**config.mk**
```make
export PLATFORM = sky130hd
export DESIGN_NAME = noise_input_assembler
export DESIGN_NICKNAME = d
export VERILOG_FILES = /design/src/rtl/rnn_pkg.sv /design/src/rtl/vec_capture_bank.sv /design/src/rtl/noise_input_assembler.sv
export SDC_FILE = /design/constraint.sdc
export NUM_CORES = 1
export LEC_CHECK = 0
export CELL_PAD_IN_SITES_DETAIL_PLACEMENT = 0
export CELL_PAD_IN_SITES_GLOBAL_PLACEMENT = 1
export CORE_AREA = 2 2 568 570
export DETAILED_ROUTE_END_ITERATION = 16
export DIE_AREA = 0 0 570 572
export HOLD_SLACK_MARGIN = 0.08
export MAX_ROUTING_LAYER = met4
export PLACE_DENSITY_LB_ADDON = 0.05
export SYNTH_ARGS = -nofsm -noshare
export SYNTH_HDL_FRONTEND = slang
export SYNTH_SLANG_ARGS = --single-unit
```
**constraint.sdc**
```tcl
create_clock -name clk -period 47.3 [get_ports clk]
set_input_delay 9.46 -clock clk [delete_from_list [all_inputs] [get_ports clk]]
set_output_delay 9.46 -clock clk [all_outputs]
set_load 0.02 [all_outputs]
```
**src/rtl/rnn_pkg.sv**
```systemverilog
// Shared sizes and state encoding for the RNN datapath stages.
package rnn_pkg;
  localparam int DATA_W  = 16;
  localparam int N_DENSE = 24;
  localparam int N_VAD   = 24;
  localparam int N_FEAT  = 42;
  localparam int N_TOTAL = N_DENSE + N_VAD + N_FEAT;

  typedef enum logic {COLLECT = 1'b0, STREAM = 1'b1} asm_state_e;
endpackage

```
**src/rtl/vec_capture_bank.sv**
```systemverilog
// One source vector: register bank, have flag, ready, and element read by index.
module vec_capture_bank #(
  parameter int N      = 24,
  parameter int DATA_W = 16,
  parameter int IW     = $clog2(N)
) (
  input  logic                clk,
  input  logic                rst,
  input  logic                collect,
  input  logic                clear,
  input  logic [N*DATA_W-1:0] in_data,
  input  logic                in_valid,
  output logic                in_ready,
  output logic                have,
  input  logic [IW-1:0]       rd_idx,
  output logic [DATA_W-1:0]   rd_data
);
  logic [N-1:0][DATA_W-1:0] bank;
  logic                     capture;

  // Ready is gated by rst so nothing handshakes during the reset cycle.
  assign in_ready = ~rst & collect & ~have;
  assign capture  = in_valid & in_ready;
  assign rd_data  = bank[rd_idx];

  // Data bank carries no reset; only the flag qualifies it.
  always_ff @(posedge clk)
    if (capture) bank <= in_data;

  always_ff @(posedge clk)
    if (rst)          have <= 1'b0;
    else if (clear)   have <= 1'b0;
    else if (capture) have <= 1'b1;
endmodule

```
**src/rtl/noise_input_assembler.sv**
```systemverilog
// Collects dense1 / VAD state / feature vectors, then streams their
// 90-element concatenation one element per beat to the noise GRU.
module noise_input_assembler import rnn_pkg::*; #(
  parameter int DATA_W  = rnn_pkg::DATA_W,
  parameter int N_DENSE = rnn_pkg::N_DENSE,
  parameter int N_VAD   = rnn_pkg::N_VAD,
  parameter int N_FEAT  = rnn_pkg::N_FEAT
) (
  input  logic                      clk,
  input  logic                      rst,
  input  logic [N_DENSE*DATA_W-1:0] dense_data,
  input  logic                      dense_valid,
  output logic                      dense_ready,
  input  logic [N_VAD*DATA_W-1:0]   vad_data,
  input  logic                      vad_valid,
  output logic                      vad_ready,
  input  logic [N_FEAT*DATA_W-1:0]  feat_data,
  input  logic                      feat_valid,
  output logic                      feat_ready,
  output logic [DATA_W-1:0]         out_data,
  output logic [6:0]                out_index,
  output logic                      out_valid,
  input  logic                      out_ready,
  output logic                      out_last,
  output logic                      frame_done
);
  localparam int N_TOT = N_DENSE + N_VAD + N_FEAT;
  localparam int IDX_W = 7;
  localparam int DW    = $clog2(N_DENSE);
  localparam int VW    = $clog2(N_VAD);
  localparam int FW    = $clog2(N_FEAT);

  asm_state_e        state, state_nxt;
  logic [IDX_W-1:0]  idx;
  logic              collect, beat, last, clear, cap_all;
  logic              have_d, have_v, have_f;
  logic [DATA_W-1:0] rd_d, rd_v, rd_f;

  assign collect   = (state == COLLECT);
  assign out_valid = (state == STREAM);
  assign out_index = idx;
  assign beat      = out_valid & out_ready;
  assign last      = (idx == IDX_W'(N_TOT - 1));
  assign out_last  = out_valid & last;
  assign clear     = beat & last;

  // Flags as they will be after this edge, so a same-cycle final capture
  // moves straight to STREAM.
  assign cap_all = (have_d | (dense_valid & dense_ready)) &
                   (have_v | (vad_valid & vad_ready)) &
                   (have_f | (feat_valid & feat_ready));

  vec_capture_bank #(.N(N_DENSE), .DATA_W(DATA_W)) u_dense (
    .clk(clk), .rst(rst), .collect(collect), .clear(clear),
    .in_data(dense_data), .in_valid(dense_valid), .in_ready(dense_ready),
    .have(have_d), .rd_idx(DW'(idx)), .rd_data(rd_d));

  vec_capture_bank #(.N(N_VAD), .DATA_W(DATA_W)) u_vad (
    .clk(clk), .rst(rst), .collect(collect), .clear(clear),
    .in_data(vad_data), .in_valid(vad_valid), .in_ready(vad_ready),
    .have(have_v), .rd_idx(VW'(idx - IDX_W'(N_DENSE))), .rd_data(rd_v));

  vec_capture_bank #(.N(N_FEAT), .DATA_W(DATA_W)) u_feat (
    .clk(clk), .rst(rst), .collect(collect), .clear(clear),
    .in_data(feat_data), .in_valid(feat_valid), .in_ready(feat_ready),
    .have(have_f), .rd_idx(FW'(idx - IDX_W'(N_DENSE + N_VAD))), .rd_data(rd_f));

  always_comb begin
    out_data = rd_f;
    if (idx < IDX_W'(N_DENSE))              out_data = rd_d;
    else if (idx < IDX_W'(N_DENSE + N_VAD)) out_data = rd_v;
  end

  always_ff @(posedge clk)
    if (rst) state <= COLLECT;
    else     state <= state_nxt;

  always_comb begin
    state_nxt = state;
    case (state)
      COLLECT: if (cap_all) state_nxt = STREAM;
      STREAM:  if (clear)   state_nxt = COLLECT;
    endcase
  end

  always_ff @(posedge clk)
    if (rst)       idx <= '0;
    else if (beat) idx <= last ? '0 : idx + 1'b1;

  always_ff @(posedge clk)
    if (rst) frame_done <= 1'b0;
    else     frame_done <= clear;
endmodule

```
==> impl_metrics.env, run 1 <==
export IMPL_cts_htree_levels=4
export IMPL_antenna_found_initial=406
export IMPL_setup_tns_ns=0
export IMPL_synth_top_cell_by_area="edfxtp_1"
export IMPL_ys_async_sr_fraction=0
export IMPL_port_buffers=1474
export IMPL_globalRouteOverflowTotal=0
export IMPL_cp_start_kind="primary input"
export IMPL_drc=0
export IMPL_firstDrtPassIters=5
export IMPL_cts_root_buf="clkbuf_16"
export IMPL_cp_arrival_ns=11.60
export IMPL_synth_cell_types=57
export IMPL_wl_met3_um=29800
export IMPL_via_count=33369
export IMPL_postCtsSetupBuffers=0
export IMPL_grt_max_degree=141
export IMPL_yosysTopAreaCellShare=0.776
export IMPL_placementRows=208
export IMPL_totalWireLength_um=300000
export IMPL_maxSlewHeadroom=0.210
export IMPL_clk_pin_slew_ns=0.05
export IMPL_top_layer="met4"
export IMPL_leakage_uw=0.0255
export IMPL_final_core_util=0.257
export IMPL_synth_seq_area_share=0.780
export IMPL_syn_inst=2517
export IMPL_skew_ns=0.0376
export IMPL_finalHoldViolCount=0
export IMPL_drt_initial_drc_count=2076
export IMPL_gr_usage_all_layers=0.184
export IMPL_grt_first_pass_wirelength_um=377000
export IMPL_peakVddDrop_mv=0.0262
export IMPL_synth_edf_count=1440
export IMPL_critPathKind="in2out"
export IMPL_stdcell_area_um2=82300
export IMPL_cp_required_ns=37.84
export IMPL_netlist_area_um2=55800
export IMPL_area_growth_pct=47.6
export IMPL_cts_tree="yes"
export IMPL_status="finished, final reports clean"
export IMPL_initial_core_util=0.174
export IMPL_clockBufferDepth=4
export IMPL_syn_nets=3968
export IMPL_rsz0062_at_grt="no"
export IMPL_via_per_inst=3.84
export IMPL_fp_dieW_um=570
export IMPL_post_dp_cell_area_um2=75800
export IMPL_clock_sinks=1452
export IMPL_coreArea_um2=320000
export IMPL_fp_dieH_um=572
export IMPL_final_common_cell="clkdlybuf4s50_1"
export IMPL_slew_viol_final=0
export IMPL_yosys_warnings=0
export IMPL_place_hpwl_um=233000
export IMPL_drive_gt1_frac=0.158
export IMPL_clk_latency_ns=0.89
export IMPL_post_route_period_util=0.445
export IMPL_wl_met1_um=113000
export IMPL_routedWlPerCell_um=34.5
export IMPL_synth_flop_cell="edfxtp_1"
export IMPL_gp_congestion=0.768
export IMPL_final_antenna_net_count=0
export IMPL_syn_avg_cell_area_um2=22.2
export IMPL_cp_end_kind="output port"
export IMPL_ios=1475
export IMPL_synthTopCellsByArea="edfxtp_1 (78%), mux4_2 (12%), mux2i_1 (3.6%)"
export IMPL_setup_viol=0
export IMPL_cts_buffers=194
export IMPL_tightest_slew_ns=1.18
export IMPL_cts_hold_buf=0
export IMPL_mostFrequentLayoutCells="clkdlybuf4s50_1 (1474), edfxtp_1 (1440), mux4_2 (301)"
export IMPL_cts_repair_resize_count=0
export IMPL_first_global_vias=35674
export IMPL_die_area_um2=326000
export IMPL_powerDensity_nw_per_um2=38.3
export IMPL_layout_nets=5579
export IMPL_max_freq_mhz=47.5
export IMPL_wl_met2_um=150000
export IMPL_path_max_fanout=8
export IMPL_hold_path_class="reg2reg"
export IMPL_max_cap_violations=0
export IMPL_ys_seq_elements=1452
export IMPL_period_needed_ns=21.06
## metrics by stage
stage	power [uW]	std cells	setup WS, ns	hold WS, ns
floorplan	1630	2517	20.99	0.448
global placement	1770	8132	26.11	0.456
detailed placement	1770	8132	26.12	0.461
CTS	3220	8476	26.12	0.470
global route	3280	8666	26.07	0.500
finish	3150	8696	26.24	0.468
## per-layer routing
metal	track usage	vias to the layer above
met5	-	-
met3	0.0739	578
met1	0.201	16791
met2	0.316	1674
met4	0.0352	0
li1	-	14326
## registers in the layout, indices dropped and copies added, names as in the netlist
register	count
u_feat.have	1
frame_done	1
out_index	7
u_vad.bank	384
out_valid	1
u_vad.have	1
u_dense.bank	384
u_feat.bank	672
u_dense.have	1
## Yosys cell counts, drive strengths merged, types with 3 or more instances
cell / instances
nor2b: 14
o22ai: 28
a22o: 6
or3: 3
inv: 10
xnor2: 3
nand3: 13
a211oi: 16
nand2b: 6
a221oi: 8
a21oi: 58
clkbuf: 35
buf: 103
xor2: 3
mux2: 10
mux4: 301
nand4: 5
nor3: 30
o221ai: 33
a211o: 3
a2111oi: 13
dfxtp: 12
and2: 8
o2111ai: 3
a22oi: 18
mux2i: 203
a221o: 3
a311oi: 4
nor2: 41
nand2: 22
o21ai: 35
edfxtp: 1440
ha: 5
## path summary, 6_finish.rpt
| path | slack, ns | startpoint | end | cells past startpoint |
|---|---|---|---|---|
| max reg2reg | 41.53 | out_valid | u_feat.bank[631] | 8 |
| max | 26.24 | rst | dense_ready | 3 |
| min | 0.47 | out_valid | out_valid | 2 |
| min reg2reg | 0.47 | out_valid | out_valid | 2 |
## kinds of logic (layout without fill, tap and decap cells)
logic type | after synthesis | in the layout | share of synthesized area
compound gates | 240 | 240 | 0.0295
other cells | 0 | 220 | 0
buf+inv | 148 | 1907 | 0.0150
mux | 514 | 514 | 0.160
fa+ha+maj | 5 | 5 | 0.00112
flops | 1452 | 1452 | 0.780
simple gates | 152 | 152 | 0.0134
xor+xnor | 6 | 6 | 0.000943
## power breakdown
part | internal, uW | total, uW | switching, uW
Clock | 811 | 1420 | 604
Combinational | 137 | 228 | 90.6
Sequential | 1490 | 1510 | 17.3
Total | 2440 | 3150 | 712
## cell type report
class	instances	area (um2)
diodes	220	551
clock inverters	110	893
multi-input cells	917	11600
inverters	10	43.8
clock buffers	234	5050
repair buffers	1553	15400
flip-flops and latches	1452	43500
fillers	32451	238000
well taps	4200	5260
## critical path, cell delays in order
cell and delay (ns):
clkdlybuf4s50_1 0.91, nor3_1 0.52, clkdlybuf4s50_1 0.69
No activity file was read; power rests on OpenSTA's default activity.
==> run 2, diff against run 1 <==
==> constraint.sdc (replaced) <==
create_clock -name clk -period 22.1 [get_ports clk]
set_input_delay 4.42 -clock clk [delete_from_list [all_inputs] [get_ports clk]]
set_output_delay 4.42 -clock clk [all_outputs]
set_load 0.02 [all_outputs]
==> run 2 against run 1 <==
Net effect: via count increased by 0.31%; register-to-register slack worse by 25 ns; final cell count about the same; non-clock buffer count decreased by 7; setup slack got worse by 15 ns; utilization about the same.
==> impl_metrics.env, run 2 (synthesis gave the netlist of run 1 again) <==
export IMPL_status="finished, final reports clean"
export IMPL_post_route_period_util=0.501
export IMPL_cts_root_buf="clkbuf_16"
export IMPL_rsz0062_at_grt="no"
export IMPL_via_per_inst=3.85
export IMPL_initial_core_util=0.174
export IMPL_multi_input_area_um2=11600
export IMPL_port_buffers=1474
export IMPL_clockBufferDepth=4
export IMPL_cp_end_kind="output port"
export IMPL_place_hpwl_um=236000
export IMPL_layout_nets=5571
export IMPL_stdcell_area_um2=82300
export IMPL_max_cap_violations=0
export IMPL_cts_hold_buf=0
export IMPL_finalPower_uw=6780
export IMPL_finalHoldViolCount=0
export IMPL_fp_dieW_um=570
export IMPL_postCtsSetupBuffers=0
export IMPL_cts_htree_levels=4
export IMPL_via_count=33473
export IMPL_regArea_um2=43500
export IMPL_cp_required_ns=17.68
export IMPL_min_delay_path_depth=2
export IMPL_largest_reg_flops=672
export IMPL_drt_initial_drc_count=2045
export IMPL_die_area_um2=326000
export IMPL_regMostFlops="u_feat.bank"
export IMPL_drc=0
export IMPL_cp_arrival_ns=6.66
export IMPL_firstDrtPassIters=5
export IMPL_ios=1475
export IMPL_hold_path_class="reg2reg"
export IMPL_drive_gt1_frac=0.157
export IMPL_antenna_found_initial=399
export IMPL_peakVddDrop_mv=0.0550
export IMPL_period_needed_ns=11.08
export IMPL_globalRouteOverflowTotal=0
export IMPL_cp_start_kind="primary input"
export IMPL_biggestRegsByFlops="u_feat.bank (672), u_dense.bank (384), u_vad.bank (384)"
export IMPL_max_freq_mhz=90.2
export IMPL_cts_tree="yes"
export IMPL_final_common_cell="clkdlybuf4s50_1"
export IMPL_cts_buffers=193
export IMPL_leakage_uw=0.0254
export IMPL_totalWireLength_um=302000
export IMPL_gr_usage_all_layers=0.186
export IMPL_clk_latency_ns=0.86
export IMPL_clk_pin_slew_ns=0.06
export IMPL_coreArea_um2=320000
export IMPL_mostFrequentLayoutCells="clkdlybuf4s50_1 (1474), edfxtp_1 (1440), mux4_2 (301)"
export IMPL_setup_tns_ns=0
export IMPL_area_growth_pct=47.6
export IMPL_placementRows=208
export IMPL_critPathKind="in2out"
export IMPL_post_dp_cell_area_um2=75800
export IMPL_grt_max_degree=160
export IMPL_slew_viol_final=0
export IMPL_fp_dieH_um=572
export IMPL_gp_congestion=0.785
export IMPL_grt_first_pass_wirelength_um=381000
export IMPL_skew_ns=0.0385
export IMPL_powerDensity_nw_per_um2=82.4
export IMPL_r2r_cells=7
export IMPL_fillers=32487
export IMPL_routedWlPerCell_um=34.8
export IMPL_tightest_slew_ns=1.30
export IMPL_path_max_fanout=7
export IMPL_final_antenna_net_count=0
export IMPL_setup_viol=0
export IMPL_maxSlewHeadroom=0.130
export IMPL_cts_repair_resize_count=0
export IMPL_first_global_vias=35907
export IMPL_clock_sinks=1452
export IMPL_final_core_util=0.257
[run 2: metrics by stage]
step	setup WS [ns]	hold WS, ns	cells
floorplan	0.833	0.448	2517
global placement	10.94	0.459	8124
detailed placement	10.94	0.466	8125
CTS	10.92	0.476	8479
global route	10.95	0.530	8667
finish	11.02	0.483	8690
[run 2: cell type report]
type                       instances  area share
tap                             4200      0.0639
clock inverter                    98     0.00995
sequential                      1452       0.529
antenna                          211     0.00642
multi-input combinational        917       0.141
inverter                          10    0.000532
timing repair buffer            1546       0.187
clock buffer                     256      0.0629
[run 2: per-layer routing]
| metal | vias to the layer above | wire length (um) | global-route usage |
|---|---|---|---|
| met5 | - | 0 | - |
| met4 | 0 | 6950 | 0.0327 |
| met3 | 591 | 27800 | 0.0697 |
| met2 | 1645 | 152000 | 0.322 |
| met1 | 16916 | 115000 | 0.204 |
| li1 | 14321 | - | - |
[run 2: path summary, 6_finish.rpt]
check / from / endpoint / slack [ns]
min reg2reg: out_valid / out_valid / 0.48
max: rst / dense_ready / 11.02
max reg2reg: out_valid / u_feat.bank[64] / 17.02
min: out_valid / out_valid / 0.48
[run 2: critical path, stage by stage]
cell and delay, ns:
clkdlybuf4s50_1 0.92, nor3_1 0.60, clkdlybuf4s50_1 0.71
[run 2: power by group]
group          switching (uW)  leakage (uW)  internal, uW
sequential               38.4        0.0135          3190
clock                    1280       0.00289          1780
combinational             196       0.00904           293
